`src/rtl/bus_rr_arbiter.sv`:
```
// ---------------------------------------------------------------------------
// bus_rr_arbiter
//
// Round-robin arbiter that shares one 32-bit datapath resource (for example
// a shared memory bus behind a 4:1 mux) between four requesters. It grants
// one requester at a time and holds that grant until one of three things
// happens: the resource signals completion, the owner withdraws its request,
// or the owner has held the grant for MAX_HOLD cycles. Every handover passes
// through one IDLE cycle with no grant, which gives the downstream mux a
// dead cycle to settle.
//
// Ports:
//   clock    - system clock, rising edge active
//   reset    - asynchronous, active-high reset
//   req      - level-sensitive request per requester, held until served
//   done     - completion strobe for the current owner (only looked at in BUSY)
//   grant    - registered one-hot grant, all zeros when idle
//   sel      - registered binary index of the owner (mux select)
//   valid    - registered, high whenever any grant bit is set
//   timeout  - registered one-cycle pulse when MAX_HOLD revoked the grant
// ---------------------------------------------------------------------------
module bus_rr_arbiter #(
    parameter int NUM_REQ  = 4,
    parameter int MAX_HOLD = 16,
    parameter int CNT_W    = 5
) (
    input  logic               clock,
    input  logic               reset,
    input  logic [NUM_REQ-1:0] req,
    input  logic               done,
    output logic [NUM_REQ-1:0] grant,
    output logic [1:0]         sel,
    output logic               valid,
    output logic               timeout
);

    typedef enum logic {
        IDLE = 1'b0,
        BUSY = 1'b1
    } state_t;

    // With MAX_HOLD == 0 the timeout is disabled, so the counter just
    // saturates at its all-ones value instead of at the hold limit.
    localparam logic [CNT_W-1:0] HOLD_LIMIT = CNT_W'(MAX_HOLD);
    localparam logic [CNT_W-1:0] CNT_SAT    = (MAX_HOLD == 0) ? {CNT_W{1'b1}} : HOLD_LIMIT;

    state_t               state_q,    state_d;
    logic [1:0]           ptr_q,      ptr_d;
    logic [CNT_W-1:0]     hold_cnt_q, hold_cnt_d;
    logic [NUM_REQ-1:0]   grant_q,    grant_d;
    logic [1:0]           sel_q,      sel_d;
    logic                 valid_q,    valid_d;
    logic                 timeout_q,  timeout_d;

    // Arbitration search result, plus the three release causes for the owner.
    logic                 found;
    logic [1:0]           winner;
    logic                 owner_req;
    logic                 hold_expired;
    logic                 release_now;

    // Search req starting at the priority pointer and wrapping modulo 4.
    // The 2-bit add wraps naturally, so the first hit in loop order is the
    // round-robin winner.
    always_comb begin
        found  = 1'b0;
        winner = 2'd0;
        for (int i = 0; i < 4; i++) begin
            if (!found && req[ptr_q + 2'(i)]) begin
                found  = 1'b1;
                winner = ptr_q + 2'(i);
            end
        end
    end

    // Release causes for the current owner. The timeout only counts when
    // enabled, and it is reported only when it was the sole cause.
    always_comb begin
        owner_req    = req[sel_q];
        hold_expired = (MAX_HOLD != 0) && (hold_cnt_q == HOLD_LIMIT);
        release_now  = done || !owner_req || hold_expired;
    end

    // Next-state and next-output logic. Everything visible at the ports is
    // computed here and registered below, so no input reaches an output
    // without passing through a flop.
    always_comb begin
        state_d    = state_q;
        ptr_d      = ptr_q;
        hold_cnt_d = hold_cnt_q;
        grant_d    = grant_q;
        sel_d      = sel_q;
        valid_d    = valid_q;
        timeout_d  = 1'b0;

        case (state_q)
            IDLE: begin
                if (found) begin
                    grant_d         = '0;
                    grant_d[winner] = 1'b1;
                    sel_d           = winner;
                    valid_d         = 1'b1;
                    hold_cnt_d      = CNT_W'(1);
                    state_d         = BUSY;
                end else begin
                    grant_d    = '0;
                    valid_d    = 1'b0;
                    hold_cnt_d = '0;
                end
            end

            BUSY: begin
                if (release_now) begin
                    grant_d    = '0;
                    valid_d    = 1'b0;
                    hold_cnt_d = '0;
                    state_d    = IDLE;
                    // The released owner drops to lowest priority.
                    ptr_d      = sel_q + 2'd1;
                    timeout_d  = hold_expired && !done && owner_req;
                end else if (hold_cnt_q != CNT_SAT) begin
                    hold_cnt_d = hold_cnt_q + CNT_W'(1);
                end
            end

            default: begin
                state_d = IDLE;
            end
        endcase
    end

    // State and output registers. Reset is asynchronous so that a grant
    // is dropped immediately, without waiting for a clock edge.
    always_ff @(posedge clock or posedge reset) begin
        if (reset) begin
            state_q    <= IDLE;
            ptr_q      <= 2'd0;
            hold_cnt_q <= '0;
            grant_q    <= '0;
            sel_q      <= 2'd0;
            valid_q    <= 1'b0;
            timeout_q  <= 1'b0;
        end else begin
            state_q    <= state_d;
            ptr_q      <= ptr_d;
            hold_cnt_q <= hold_cnt_d;
            grant_q    <= grant_d;
            sel_q      <= sel_d;
            valid_q    <= valid_d;
            timeout_q  <= timeout_d;
        end
    end

    assign grant   = grant_q;
    assign sel     = sel_q;
    assign valid   = valid_q;
    assign timeout = timeout_q;

endmodule
```
`config.mk`:
```
export PLATFORM = sky130hd
export DESIGN_NAME = bus_rr_arbiter
export DESIGN_NICKNAME = d
export VERILOG_FILES = /design/src/rtl/bus_rr_arbiter.sv
export SDC_FILE = /design/constraint.sdc
export NUM_CORES = 1
export LEC_CHECK = 0
export CORE_MARGIN = 2
export CORE_UTILIZATION = 33
export CTS_CLUSTER_DIAMETER = 30
export DETAILED_ROUTE_END_ITERATION = 8
export SETUP_SLACK_MARGIN = 0.1
export SLEW_MARGIN = 30
export SYNTH_ARGS = -nofsm -noshare
export SYNTH_HDL_FRONTEND = slang
export SYNTH_SLANG_ARGS = --single-unit
```
`constraint.sdc`:
```
create_clock -name clock -period 1.4 [get_ports clock]
set_clock_uncertainty 0.1 [all_clocks]
set_input_delay 0.28 -clock clock [delete_from_list [all_inputs] [get_ports clock]]
set_output_delay 0.28 -clock clock [all_outputs]
set_load 0.005 [all_outputs]
```
==> run metrics <==
Final Cell Area=1270 um2; most frequent cell after synthesis=dfrtp_1; ANT cells=0; first-pass GRT wire length=2.97 mm; worst-path fanout max=4; Mean Syn Cell Area=11.6 um2; clk sinks=16; routed wire length=2.02 mm; CP Launch Point=sel[1]; Crit. End Element=flip-flop; final-report max-slew violation count=0; worst r2r path cells=5; post-synthesis cell type count=31; non-filler cells, final=138; Die Span X=53.6 um; DRT Pass-1 Iters=4; initial antenna violation count=0; CP Depth=5; PortBufs=14; CP arrival=1680 ps; vias in the first global route=649; FFs w/ async S/R, synth=1.00; WHS=170 ps; Final period util=1.13; grt total ovfl=0; RSZ-0062 raised after global routing=yes; layout cells sized above 1=0.518; ranking of synthesized cells by area=dfrtp_1 (49%), a32o_2 (5.6%), mux2i_1 (4.9%), xor2_1 (3.2%), ha_1 (3.1%); final net count=120; Post-synth top cells=dfrtp_1 (16), nor2_1 (5), a32o_2 (4), inv_1 (4), mux2i_1 (4); post-route ant nets=0; vias after detailed routing=714; Initial Util=0.356; Crit path max-delay family=multiplexers; pwr dens=1940 nW/um2; CP peak stage delay=380 ps; R2R Path End=ptr_q[1]; Root Driver=clkbuf_4; EDFF count, synth=0; Critical Path RT=1500 ps; status=complete, but fails checks; hpwl dp=1.26 mm; Comb pwr share=0.565; class of the worst hold path=in2async; routed len/inst=14.6 um; IO Count=15; Setup crit end=ptr_q[1]; via/cell ratio=5.17; clock share of power=0.130; placed inst area=1090 um2; CP max stage cell=dfrtp_1; setup slack, reg-to-reg=-180 ps; pin count of the biggest net entering global routing=17; Hold Vio Cnt, Final=0; Area Overhead vs Synth=56.8%; Worst-path clk slew=110 ps; H-tree levels=1; Critical Path Start Type=flip-flop; Final setup viols=16; max_cap viols=0; Rel. slew slack=0.805; CTS Buf Count=3; dpl cells=125; die area=2870 um2; clk_lat worst skew=300 ps; floorplan core area=2280 um2; P_sw=861 uW; maximum vdd drop=1050 uV; Least-Margin Pin Slew=293 ps; Critical path buffers and inverters=1; # rows=17; gr usage total=0.146; FF+latch count, synth=16; Synth Instances=70; Fmax=632 MHz; Place WS=-518 ps; Main synth FF type=dfrtp_1; crit path kind=reg2reg; initial DRC count=7; Worst R2R Start=sel[1]; setup tns final=-1490 ps; Static Leak=0.599 nW; Die Ht=53.6 um; top cell type by total area after synthesis=dfrtp_1; Ys Warns=0; Net Sw Frac=0.349; DRC viols=0; Seq pwr share=0.305; failing checks=setup timing; Yosys top cell area share=0.494; Internal=1.61 mW; PnR worst setup slack=-181 ps; synthesized cell area=811 um2; CTS tree=yes; Max clock buf depth=2; Net Count, Synth=79; Seq/Total Area, Yosys=0.494; gpl congestion=0.793; final worst path period need=1580 ps; crit-path cells=buf_6 > mux2i_4 > o22ai_4 > a21boi_2 > mux2_4
tightest hold or removal path: stages:
cell             delay (ps)
clkdlybuf4s50_1         390
inv_1                    50
buf_4                   230
per-stage QoR:
| step | util | power, mW |
|---|---|---|
| after floorplan | - | 1.34 |
| after global placement | 0.477 | 1.78 |
| after detailed placement | 0.477 | 1.79 |
| after CTS | 0.531 | 2.28 |
| after global routing | 0.559 | 2.62 |
| final | 0.559 | 2.47 |
kinds of logic (layout without fill, tap and decap cells):
kind of cell               Yosys count  in the layout  synth area share
DFF                                 16             16             0.494
and+or+nand+nor                     18             18             0.128
adders and majority gates            2              2            0.0309
xor gates and xnor gates             4              4            0.0432
muxes                                7              7            0.0957
AOI/OAI and AO/OA                   17             17             0.174
buffers and inverters                6             46            0.0339
what timing repair did:
item / CTS / global route
setup buffers: 5 / 4
pin swaps: 7 / 4
hold buffers: 0 / 0
endpoints found under the setup margin: 23 / 22
gates resized for setup: 34 / 15
endpoints found under the hold margin: 0 / 0
sequential cells by signal (all words and copies together), names as in the netlist:
signal and flops:
grant 4, sel 2, valid 1, timeout 1, state_q 1, hold_cnt_q 5
ptr_q 2
per-layer routing:
metal	wire length, um	GRT usage	vias to the layer above
met3	103	0.0528	2
met4	18	0.0256	0
met5	0	0	-
li1	-	-	340
met1	892	0.188	355
met2	1010	0.239	17
worst min path at each step:
stage	endpoint	depth (start not counted)
after floorplan	grant[0]	1
after CTS	hold_cnt_q[1]	3
after global routing	grant[0]	3
after detailed placement	valid	1
final	hold_cnt_q[2]	3
after global placement	grant[2]	1
cells in the final DEF, fill, tap and decap left out, types with 2 or more instances in the layout:
cell type,netlist,routed
dfrtp_1,16,16
a21oi_1,3,2
xor2_1,3,3
nand2_1,2,2
nor2_1,5,3
mux2i_1,4,2
inv_1,4,4
nor2_2,0,2
mux2i_4,0,2
clkbuf_4,0,3
buf_4,1,21
buf_6,0,4
clkbuf_2,1,5
mux2_2,2,2
clkdlybuf4s50_1,0,3
dlygate4sd2_1,0,3
a32o_2,4,4
nand3_1,3,2
clkdlybuf4s15_1,0,2
power by group through the flow:
stage	registers (mW)	logic [mW]	clock network, mW
after floorplan	0.766	0.576	0
after global placement	0.754	1.03	0
after detailed placement	0.752	1.03	0
after CTS	0.746	1.21	0.323
after global routing	0.768	1.51	0.348
final	0.752	1.39	0.322
final cells by class:
type / instances / area [um2]
clock buffers: 4 / 36.3
fillers: 195 / 1000
inverters: 4 / 15.0
multi-input cells: 48 / 480
flip-flops and latches: 16 / 400
well taps: 28 / 35.0
repair buffers: 38 / 304
Note: power is estimated with default switching activity, not from simulation.
